==> src/rtl/sn_pkg.sv <==
// rtl/sn_pkg.sv - shared types and helpers for the thermometer expander
package sn_pkg;

   typedef enum logic {IDLE, SEND} sn_state_t;

   function automatic int cw_of(input int n);
      return $clog2(n + 1);
   endfunction

   function automatic int beats_of(input int n, input int lane);
      return n / lane;
   endfunction

   function automatic int bw_of(input int beats);
      return (beats > 1) ? $clog2(beats) : 1;
   endfunction

   // Thermometer bit k of a count is set when the count reaches past k.
   function automatic logic therm_bit(input int unsigned count, input int unsigned k);
      return count > k;
   endfunction

endpackage

==> src/rtl/sn_therm_slice.sv <==
// rtl/sn_therm_slice.sv - combinational LANE-bit slice of the thermometer code
module sn_therm_slice
   import sn_pkg::*;
#(
   parameter int LANE = 4,
   parameter int CW   = 4,
   parameter int BW   = 1
) (
   input  logic [CW-1:0]   count,
   input  logic [BW-1:0]   beat,
   output logic [LANE-1:0] slice
);

   always_comb begin
      slice = '0;
      for (int i = 0; i < LANE; i++) begin
         slice[i] = therm_bit(32'(count), 32'(beat) * 32'(LANE) + 32'(i));
      end
   end

endmodule

==> src/rtl/sn_therm_expander.sv <==
// rtl/sn_therm_expander.sv - binary count to streamed thermometer code expander
module sn_therm_expander
   import sn_pkg::*;
#(
   parameter  int N     = 8,
   parameter  int LANE  = 4,
   localparam int CW    = cw_of(N),
   localparam int BEATS = beats_of(N, LANE),
   localparam int BW    = bw_of(BEATS)
) (
   input  logic            clk,
   input  logic            rst,
   input  logic            in_valid,
   output logic            in_ready,
   input  logic [CW-1:0]   in_count,
   output logic            out_valid,
   input  logic            out_ready,
   output logic [LANE-1:0] out_therm,
   output logic [BW-1:0]   out_beat,
   output logic            out_last,
   output logic            err_ovf
);

   if (N < 2 || LANE < 1 || (N % LANE) != 0) begin : g_bad_params
      $error("sn_therm_expander: N must be >= 2 and a multiple of LANE");
   end

   sn_state_t       state, state_nxt;
   logic [CW-1:0]   count, count_nxt;
   logic [BW-1:0]   beat, beat_nxt;
   logic [LANE-1:0] slice;
   logic            is_last;
   logic            accept;
   logic            ovf;
   logic [CW-1:0]   sat_count;

   assign is_last   = (state == SEND) && (beat == BW'(BEATS - 1));
   assign in_ready  = (state == IDLE) || (is_last && out_ready);
   assign accept    = in_valid && in_ready;
   assign ovf       = in_count > CW'(N);
   assign sat_count = ovf ? CW'(N) : in_count;

   always_ff @(posedge clk) begin
      if (rst) begin
         state   <= IDLE;
         count   <= '0;
         beat    <= '0;
         err_ovf <= 1'b0;
      end else begin
         state   <= state_nxt;
         count   <= count_nxt;
         beat    <= beat_nxt;
         err_ovf <= accept && ovf;
      end
   end

   always_comb begin
      state_nxt = state;
      count_nxt = count;
      beat_nxt  = beat;
      case (state)
         IDLE: begin
            if (accept) begin
               count_nxt = sat_count;
               beat_nxt  = '0;
               state_nxt = SEND;
            end
         end
         SEND: begin
            if (out_ready) begin
               if (!is_last) begin
                  beat_nxt = beat + BW'(1);
               end else if (accept) begin
                  // Back-to-back words: reload without an idle cycle.
                  count_nxt = sat_count;
                  beat_nxt  = '0;
               end else begin
                  state_nxt = IDLE;
               end
            end
         end
         default: state_nxt = IDLE;
      endcase
   end

   sn_therm_slice #(
      .LANE (LANE),
      .CW   (CW),
      .BW   (BW)
   ) u_slice (
      .count (count),
      .beat  (beat),
      .slice (slice)
   );

   assign out_valid = (state == SEND);
   assign out_beat  = beat;
   assign out_last  = is_last;
   assign out_therm = out_valid ? slice : '0;

endmodule
==> config.mk <==
export PLATFORM = sky130hd
export DESIGN_NAME = sn_therm_expander
export DESIGN_NICKNAME = d
export VERILOG_FILES = /design/src/rtl/sn_pkg.sv /design/src/rtl/sn_therm_slice.sv /design/src/rtl/sn_therm_expander.sv
export SDC_FILE = /design/constraint.sdc
export NUM_CORES = 1
export LEC_CHECK = 0
export ABC_CLOCK_PERIOD_IN_PS = 2070
export CORE_AREA = 8 8 45 47
export DETAILED_ROUTE_END_ITERATION = 8
export DIE_AREA = 0 0 53 55
export PLACE_DENSITY = 0.7
export SLEW_MARGIN = 20
export SYNTH_ARGS = -nofsm -noshare
export SYNTH_HDL_FRONTEND = slang
export SYNTH_SLANG_ARGS = --single-unit
==> constraint.sdc <==
create_clock -name clk -period 2.07 [get_ports clk]
set_input_delay 0.5175 -clock clk [delete_from_list [all_inputs] [get_ports clk]]
set_output_delay 0.5175 -clock clk [all_outputs]
set_load 0.01 [all_outputs]
==> impl_results.md, run 1 <==
* First-pass GRT wire length at 1460 um
* Pwr dens at 557 nW/um2
* ANT nets after route at 0
* Die Ht at 55 um
* Overall Global Routing Usage at under 10%
* Hold Startpoint: count[0]
* Synth unique cells at 18
* Area contributors post-synth: dfxtp_1 36%, a21oi_1 12%, nand4b_1 6.8%, ha_1 6.5%, o21ai_0 6.5%
* Crit path largest cell delay at 470 ps
* Sink Count at 7
* Slew HR at 80.0%
* Top FF cell, synth: dfxtp_1
* Hold Path Class: register to register
* Critical R2R Capture: count[2]
* Yosys warns at 0
* Cell area after synthesis at 388 um2
* Unrepaired setup endpoints after global routing: no
* DIE AREA at 2920 um2
* Slew Limit Fails at 0
* Min Clock Period, post-route at between 1500 and 2000 ps
* Vias in the first global route at 371
* Status: finished, final reports clean
* Post-CTS Hold Buffers at 0
* DR vias/cell at 4.72
* Layout area overhead at 63.9%
* Antenna violations before repair at 0
* Fmax at 0.501 GHz
* Peak supply drop at 0.310 mV
* Seq cells post-synth at 7
* R2r startpoint: out_valid
* Post-synthesis sequential area ratio at 36.1%
* Ant diodes at 0
* Wire per inst at 11.1 um
* Critical path type: input pin to output port
* Asr flop ratio synth at 0%
* Post-synth EDFFs at 0
* Worst Reg2Reg Path Length in Cells at 5
* Htree depth at 1
* Dpl hpwl at about 760 um
* Mean Syn Cell Area at roughly 8.3 um2
* CTS root buffer: clkbuf_4
* # setup viols final at 0
* Top post-synthesis cells by count: 9 x a21oi_1, 7 x dfxtp_1, 5 x o21ai_0
* Largest net degree at the start of global routing at 10
* Max Cap Viol at 0
* Post-layout net count at 82
* Clock latency on the worst-skew pair at 240 ps
* R2R Setup Slk at 920 ps
* GR Overflow Total at 0
* Port buffer count at 16
* CP required at 1550 ps
* Crit start category: input pin
* Cts bufs inserted at 3
* Most frequent cell after synthesis: a21oi_1
* Worst hold margin at 527 ps
* Die W at between 50 and 60 um
* DRC violations left at 0
* Critical Path End Type: output port
* Detailed Route Iter0 Violations at 4
* CTS tree: done
* Syn_nets at between 50 and 60
* Fraction of layout cells with a size suffix above 1 at between 10% and 20%
* Crit path cell chain: dlygate4sd2_1 > a21boi_4 > inv_2 > clkdlybuf4s50_1
* Dominant cell type by area after synthesis: dfxtp_1
* CTS clk-pin slew, worst paths at 50 ps
* Crit path from: out_ready
* Final wirelength at 962 um
* Clock Path Buffers at 2
* Cell Rows at 14
* Initial Utilization at 28.0%
* Core Region at about 1400 um2
* Vias at 411
* Final number of hold-violating endpoints at 0
* Clock skew at 2.57 ps
* First-pass iteration count of the detailed router at 4
* Post-Syn Instances at 47
* Crit-path slowest cell: clkdlybuf4s50_1
* P_leak at 0.239 nW
* Setup crit end: in_ready
* Measured slew at the worst slew-check pin at about 300 ps
* Fin Setup TNS at 0 ps
* CP Max Fanout at 2
* Post-synth top area share at 36.1%
* # IOs at 17
* Placer Congestion at ~0.74
* CP arrival at 1480 ps
* Period utilization at between 90% and 100%
==> repair_timing <==
action                                  CTS  global route
endpoints found under the setup margin    5             3
setup buffers                             0             0
endpoints found under the hold margin     0             0
pin swaps                                 1             2
resized for setup                         8             3
==> worst max-delay path: cells and delay by family <==
kind / cells / cell delay [ps]
AO/OA/AOI/OAI: 1 / 170
buffers and inverters: 3 / 790
==> registers in the layout, indices dropped and copies added, names as in the netlist <==
| name | cells |
|---|---|
| count | 4 |
| err_ovf | 1 |
| out_beat | 1 |
| out_valid | 1 |
==> stage by stage <==
| step | util (%) | power, mW | area [um2] | std cells | worst slack, ps |
|---|---|---|---|---|---|
| 2_1_floorplan | - | 0.185 | 388 | 47 | 231 |
| 3_3_place_gp | 43.2 | 0.234 | 598 | 83 | -152 |
| 3_5_place_dp | 43.2 | 0.235 | 598 | 83 | -149 |
| 4_1_cts | 46.1 | 0.360 | 638 | 87 | 5.42 |
| 5_1_grt | 45.9 | 0.374 | 636 | 87 | 17.1 |
| 6_report | 45.9 | 0.354 | 636 | 87 | 73.6 |
==> cells by family after synthesis <==
| family | count (synthesis) | share of synthesized area, % |
|---|---|---|
| buf+inv | 5 | 4.84 |
| fa+ha+maj | 2 | 6.45 |
| flops | 7 | 36.1 |
| simple gates | 14 | 21.3 |
| compound gates | 19 | 31.3 |
==> power by group <==
part	total (mW)	internal [mW]	switching, mW
logic	0.0846	0.0489	0.0357
clock network	0.120	0.0733	0.0469
registers	0.149	0.142	0.00753
total	0.354	0.264	0.0902
==> routing by layer <==
| layer | share of wire, % | track usage [%] | vias up | wire, um |
|---|---|---|---|---|
| li1 | - | - | 220 | - |
| met1 | 49 | 8.22 | 170 | 473 |
| met2 | 39 | 8.98 | 19 | 372 |
| met3 | 9.8 | 1.87 | 2 | 94 |
| met4 | 2.2 | 6.47 | 0 | 21 |
| met5 | 0 | 0 | - | 0 |
==> placed cells by master, fill, tap and decap left out, types with 2 or more instances in the layout <==
| cell | count |
|---|---|
| o21ai_0 | 5 |
| a21oi_1 | 9 |
| dfxtp_1 | 7 |
| inv_1 | 4 |
| nand3_1 | 3 |
| buf_4 | 4 |
| clkdlybuf4s15_1 | 2 |
| nand4b_1 | 3 |
| nand2_1 | 2 |
| nor2b_1 | 3 |
| clkbuf_4 | 3 |
| clkdlybuf4s50_1 | 11 |
| dlygate4sd2_1 | 2 |
==> layout make-up <==
class / count / area (um2)
Tap cell: 16 / 20.0
Sequential cell: 7 / 140
Timing Repair Buffer: 20 / 183
Clock buffer: 4 / 26.3
Fill cell: 142 / 748
Multi-Input combinational cell: 35 / 248
Inverter: 5 / 18.8
==> how the worst min path moves through the flow <==
stage                     to  slack [ps]  cells past startpoint
floorplan           count[2]         460                      2
CTS                 count[1]         530                      2
detailed placement  count[1]         520                      2
global placement    count[2]         490                      2
finish              count[0]         530                      2
global route        count[1]         570                      2
(Power assumes the default switching activity.)
==> inputs of run 2 (changes only) <==
Settings changed: CTS_BUF_LIST from default to sky130_fd_sc_hd__clkbuf_16, PLACE_DENSITY 0.7 to 0.6.
==> run 2 against run 1 <==
Effect of this change: sequential power about the same; design area increased by 11%; clock power grew to 2.7 times the previous value; maximum frequency is 0.44% lower; highest routed layer unchanged; register-to-register slack hardly changed; die area unchanged; critical endpoint unchanged; worst setup slack got worse by 8.8 ps; wire length grew 1.4%; sequential cell count did not move.
==> impl_results.md, run 2 (synthesis gave the netlist of run 1 again) <==
* Status: finished, final reports clean (unchanged)
* Period utilization at 96.9% (was 96.4%)
* Crit path max-delay family: buffers and inverters (unchanged)
* Highest-count cells in the layout ignoring fill and taps: 11 x clkdlybuf4s50_1, 7 x a21oi_1, 7 x dfxtp_1 (was 11 x clkdlybuf4s50_1, 9 x a21oi_1, 7 x dfxtp_1)
* Cell Rows at 14 (unchanged)
* Multi-input gate area at 260 um2 (was 248 um2)
* CTS clk-pin slew, worst paths at 40 ps (was 50 ps)
* WP buf/inv at 3 (unchanged)
* Final number of hold-violating endpoints at 0 (unchanged)
* Max reg flops at 4 (unchanged)
* # setup viols final at 0 (unchanged)
* Final instance area at 707 um2 (was 636 um2)
* Worst hold margin at 514 ps (was 527 ps)
* Largest net degree at the start of global routing at 10 (unchanged)
* Hold endpoint: count[0] (unchanged)
* Fmax at 0.499 GHz (was 0.501 GHz)
* Vias at 414 (was 411)
* DIE AREA at 2920 um2 (unchanged)
* Worst Reg2Reg Path Length in Cells at 5 (unchanged)
* R2R Setup Slk at 920 ps (about the same)
* Fraction of layout cells with a size suffix above 1 at 23.6% (was 16.9%)
* First-pass iteration count of the detailed router at 2 (was 4)
* Worst Slack Setup Final at 64.8 ps (was 73.6 ps)
* Commonest non-fill, non-tap cell in the layout: clkdlybuf4s50_1 (unchanged)
* Clock latency on the worst-skew pair at 230 ps (was 240 ps)
* GR Overflow Total at 0 (unchanged)
* Min-Delay Path Depth at 2 (unchanged)
* Critical path type: input pin to output port (unchanged)
* CP arrival at 1490 ps (was 1480 ps)
* Core Region at 1380 um2 (unchanged)
* Pwr dens at 796 nW/um2 (was 557 nW/um2)
* Critical Path End Type: output port (unchanged)
* Number of setup buffers added after CTS at 0 (unchanged)
* Slew HR at 80.0% (about the same)
* Min Clock Period, post-route at 2010 ps (was 2000 ps)
* CP required at 1550 ps (about the same)
* Clock Path Buffers at 2 (unchanged)
* Antenna violations before repair at 0 (unchanged)
* CP Max Fanout at 2 (unchanged)
* Measured slew at the worst slew-check pin at 296 ps (about the same)
* Largest Register: count (unchanged)
* Port buffer count at 16 (unchanged)
* Layout area overhead at 82.3% (was 63.9%)
* Post-layout net count at 83 (was 82)
* P_leak at 0.275 nW (was 0.239 nW)
* Fin Setup TNS at 0 ps (unchanged)
* # IOs at 17 (unchanged)
* Crit path largest cell delay at 460 ps (was 470 ps)
* Pre-CTS setup slack at -151 ps (was -149 ps)
* DR vias/cell at 4.70 (was 4.72)
* First-pass GRT wire length at 1610 um (was 1460 um)
* Htree depth at 1 (unchanged)
* Dpl hpwl at 739 um (was 765 um)
* Ant diodes at 0 (unchanged)
* Hold Startpoint: count[0] (unchanged)
* DRC violations left at 0 (unchanged)
* Crit start category: input pin (unchanged)
* Slew Limit Fails at 0 (unchanged)
* Initial Utilization at 28.0% (unchanged)
* Critical R2R Capture: count[1] (was count[2])
* Peak supply drop at 0.456 mV (was 0.310 mV)
* Die W at 53 um (unchanged)
* Overall Global Routing Usage at 7.49% (was 6.67%)
* Crit path from: out_ready (unchanged)
* ANT nets after route at 0 (unchanged)
* CTS root buffer: clkbuf_16 (was clkbuf_4)
* Cts bufs inserted at 3 (unchanged)
* Final wirelength at 975 um (was 962 um)
* R2r startpoint: out_valid (unchanged)
* Hold Path Class: register to register (unchanged)
* Clock skew at 0.251 ps (was 2.57 ps)
* Sink Count at 7 (unchanged)
* Dpl cell area at 606 um2 (was 598 um2)
* Die Ht at 55 um (unchanged)
* Crit-path slowest cell: clkdlybuf4s50_1 (unchanged)
* Unrepaired setup endpoints after global routing: no (unchanged)
* Vias in the first global route at 379 (was 371)
* Post-CTS Hold Buffers at 0 (unchanged)
* Crit path cell chain: clkdlybuf4s50_1 > a21boi_4 > inv_2 > dlygate4sd2_1 (was dlygate4sd2_1 > a21boi_4 > inv_2 > clkdlybuf4s50_1)
* CTS tree: done (unchanged)
* Wire per inst at 11.1 um (about the same)
* Placer Congestion at 0.691 (was 0.736)
* Sequential Area at 140 um2 (unchanged)
* Max Cap Viol at 0 (unchanged)
* Detailed Route Iter0 Violations at 2 (was 4)
* Fin util at 51.1% (was 45.9%)
* Fill count at 138 (was 142)
[run 2: cell count changes in the layout (fill, tap and decap cells not counted), moves of 2 or more]
cell	change
clkbuf_16	+3
a21oi_1	-2
clkbuf_4	-3
a21oi_2	+2
[run 2: through the flow]
stage / power, mW / std cells
after floorplan: 0.185 / 47
final: 0.563 / 88
after global placement: 0.236 / 84
after global routing: 0.593 / 88
after detailed placement: 0.237 / 84
after CTS: 0.569 / 88
[run 2: final cells by class]
class                      instances  area share (%)
clock buffer                       3            10.6
clock inverter                     1           0.531
inverter                           5            2.65
timing repair buffer              21            26.7
sequential                         7            19.8
multi-input combinational         35            36.8
tap                               16            2.83
[run 2: per-layer routing]
metal / GRT usage, % / routed length [um] / up-vias
met3: 3.48 / 78 / 2
met5: 0 / 0 / -
li1: - / - / 222
met1: 9.15 / 450 / 176
met2: 9.57 / 425 / 14
met4: 6.47 / 20 / 0
[run 2: worst max path at each step]
stage / endpoint / slack [ps] / depth (start not counted)
final: in_ready / 60 / 4
after global routing: in_ready / 7 / 4
after CTS: out_therm[1] / 20 / 6
after detailed placement: in_ready / -150 / 4
after global placement: in_ready / -160 / 4
after floorplan: out_therm[2] / 230 / 5
[run 2: power by group]
part	leakage (nW)	switching [mW]	internal (mW)
sequential	0.0573	0.00834	0.142
combinational	0.175	0.0364	0.0504
clock	0.0423	0.0739	0.251
[run 2: timing repair]
action                     CTS  global route
pin swaps                    0             1
gates resized for setup      8             6
setup endpoints to repair    5             3
[run 2: worst register-to-register path: stages (launching register included)]
cell and delay, ps:
dfxtp_1 440, a21boi_4 240, inv_2 50, buf_4 140, nand4b_1 100, a21oi_1 70
==> inputs of run 3 (changes only) <==
Settings changed: DONT_BUFFER_PORTS from default to 1, PLACE_DENSITY 0.6 to 0.44.
==> run 3 against run 2 <==
Effect of this change: critical path depth increased by 2; sequential share of layout area is 8.1 points higher; critical path type is now register to output port; largest cell class unchanged; wire length shrank 2.6%; largest power group unchanged; maximum frequency rose by 4.1%.
==> impl_results.md, run 3 (synthesis gave the netlist of run 1 again) <==
* Antenna violations before repair at 0 (unchanged)
* CTS clk-pin slew, worst paths at 40 ps (about the same)
* CP Max Fanout at 5 (was 2)
* Period utilization at 93.1% (was 96.9%)
* Die Ht at 55 um (unchanged)
* Int Power at 413 uW (was 444 uW)
* Largest net degree at the start of global routing at 10 (unchanged)
* First-pass GRT wire length at 1340 um (was 1610 um)
* Dpl hpwl at 718 um (was 739 um)
* Sequential share of power at 29.1% (was 26.8%)
* Fill count at 150 (was 138)
* CP arrival at 1410 ps (was 1490 ps)
* Largest Register: count (unchanged)
* Worst Slack Setup Final at 143 ps (was 64.8 ps)
* DRC violations left at 0 (unchanged)
* Crit start category: register (was input pin)
* Final instance area at 502 um2 (was 707 um2)
* CTS tree: done (unchanged)
* Clock skew at 0.626 ps (was 0.251 ps)
* Critical Path End Type: output port (unchanged)
* Cts bufs inserted at 3 (unchanged)
* Slew Limit Fails at 0 (unchanged)
* First-pass iteration count of the detailed router at 4 (was 2)
* CTS root buffer: clkbuf_16 (unchanged)
* CP required at 1550 ps (about the same)
* Final number of hold-violating endpoints at 0 (unchanged)
* # placed instances at 65 (was 84)
* DR vias/cell at 5.06 (was 4.70)
* Placer Congestion at 0.720 (was 0.691)
* R2r startpoint: out_valid (unchanged)
* Hold Path Class: input pin to register (was register to register)
* # IOs at 17 (unchanged)
* Unrepaired setup endpoints after global routing: no (unchanged)
* Sw Pwr at 104 uW (was 119 uW)
* Overall Global Routing Usage at 6.24% (was 7.49%)
* Core Region at 1380 um2 (unchanged)
* Sink Count at 7 (unchanged)
* Pwr dens at 1030 nW/um2 (was 796 nW/um2)
* Htree depth at 1 (unchanged)
* Pre-CTS setup slack at 381 ps (was -151 ps)
* Layout area overhead at 29.4% (was 82.3%)
* Fraction of layout cells with a size suffix above 1 at 13.2% (was 23.6%)
* Final wirelength at 950 um (was 975 um)
* Clock Path Buffers at 2 (unchanged)
* Wire per inst at 13.8 um (was 11.1 um)
* Slew HR at 77.0% (was 80.0%)
* Cell Rows at 14 (unchanged)
* Measured slew at the worst slew-check pin at 340 ps (was 296 ps)
* Net Sw Frac at 20.2% (was 21.1%)
* Fin Setup TNS at 0 ps (unchanged)
* Combinational Power Share at 8.4% (was 15.4%)
* Number of setup buffers added after CTS at 0 (unchanged)
* Number of gates resized after CTS at 0 (was 8)
* Non-filler cells, final at 69 (was 88)
* Fmax at 0.519 GHz (was 0.499 GHz)
* Vias at 349 (was 414)
* Min Clock Period, post-route at 1930 ps (was 2010 ps)
* Clock latency on the worst-skew pair at 230 ps (about the same)
* Commonest non-fill, non-tap cell in the layout: a21oi_1 (was clkdlybuf4s50_1)
* Detailed Route Iter0 Violations at 2 (unchanged)
* Vias in the first global route at 318 (was 379)
* Clock share of power at 62.5% (was 57.8%)
* Initial Utilization at 28.0% (unchanged)
* P_leak at 0.186 nW (was 0.275 nW)
* Post-layout net count at 64 (was 83)
* Ant diodes at 0 (unchanged)
* Multi-input gate area at 229 um2 (was 260 um2)
* Critical path type: register to output port (was input pin to output port)
* Hold Startpoint: rst (was count[0])
* Port buffer count at 0 (was 16)
* Crit path from: out_beat (was out_ready)
* Post-CTS Hold Buffers at 0 (unchanged)
* GR Overflow Total at 0 (unchanged)
* DIE AREA at 2920 um2 (unchanged)
* Status: finished, final reports clean (unchanged)
* Die W at 53 um (unchanged)
* Sequential Area at 140 um2 (unchanged)
* Dpl cell area at 423 um2 (was 606 um2)
* Highest-count cells in the layout ignoring fill and taps: 9 x a21oi_1, 7 x dfxtp_1, 5 x inv_1, 5 x o21ai_0 (was 11 x clkdlybuf4s50_1, 7 x a21oi_1, 7 x dfxtp_1)
* Peak supply drop at 0.798 mV (was 0.456 mV)
* # setup viols final at 0 (unchanged)
* Max reg flops at 4 (unchanged)
* ANT nets after route at 0 (unchanged)
* Max Cap Viol at 0 (unchanged)
* Worst hold margin at 351 ps (was 514 ps)
## run 3: changes by cell type in the layout (fill, tap and decap cells not counted), sizes merged
cell	change
dlygate4sd2	-3
buf	-3
clkdlybuf4s50	-11
clkdlybuf4s15	-1
clkbuf	-1
## run 3: final timing paths
path / to / slack, ps / depth (start not counted)
worst min-delay path: count[2] / 350 / 1
worst max-delay path: out_therm[2] / 140 / 6
worst max register to register: count[1] / 830 / 4
worst min register to register: count[2] / 490 / 2
## run 3: metrics by stage
stage / power [mW] / util [%]
2_1_floorplan: 0.185 / -
3_3_place_gp: 0.197 / 30.6
3_5_place_dp: 0.197 / 30.6
4_1_cts: 0.525 / 36.3
5_1_grt: 0.534 / 36.3
6_report: 0.517 / 36.3
## run 3: layout make-up
class | count | area share, %
sequential | 7 | 27.9
clock inverter | 1 | 0.748
tap | 16 | 3.99
clock buffer | 3 | 15.0
timing repair buffer | 2 | 2.99
multi-input combinational | 35 | 45.6
inverter | 5 | 3.74
## run 3: routing by layer
layer  vias to the layer above  global-route usage, %  routed length [um]
li1                        181                      -                   -
met1                       152                   8.09                 452
met2                        14                   7.42                 366
met3                         2                   2.14                 106
met4                         0                   6.47                  25
met5                         -                      0                   0
## run 3: worst max-delay path: stages, from the launching register on
cell and delay, ps:
dfxtp_1 320, inv_1 50, ha_1 350, nand2_1 90, a21oi_1 60, a21boi_0 170, buf_4 140
## run 3: power groups by stage
stage | Clock [mW] | Combinational, mW | Sequential, mW
3_5_place_dp | 0 | 0.0439 | 0.153
5_1_grt | 0.334 | 0.0482 | 0.152
4_1_cts | 0.330 | 0.0441 | 0.151
3_3_place_gp | 0 | 0.0440 | 0.153
6_report | 0.323 | 0.0433 | 0.151
2_1_floorplan | 0 | 0.0332 | 0.152
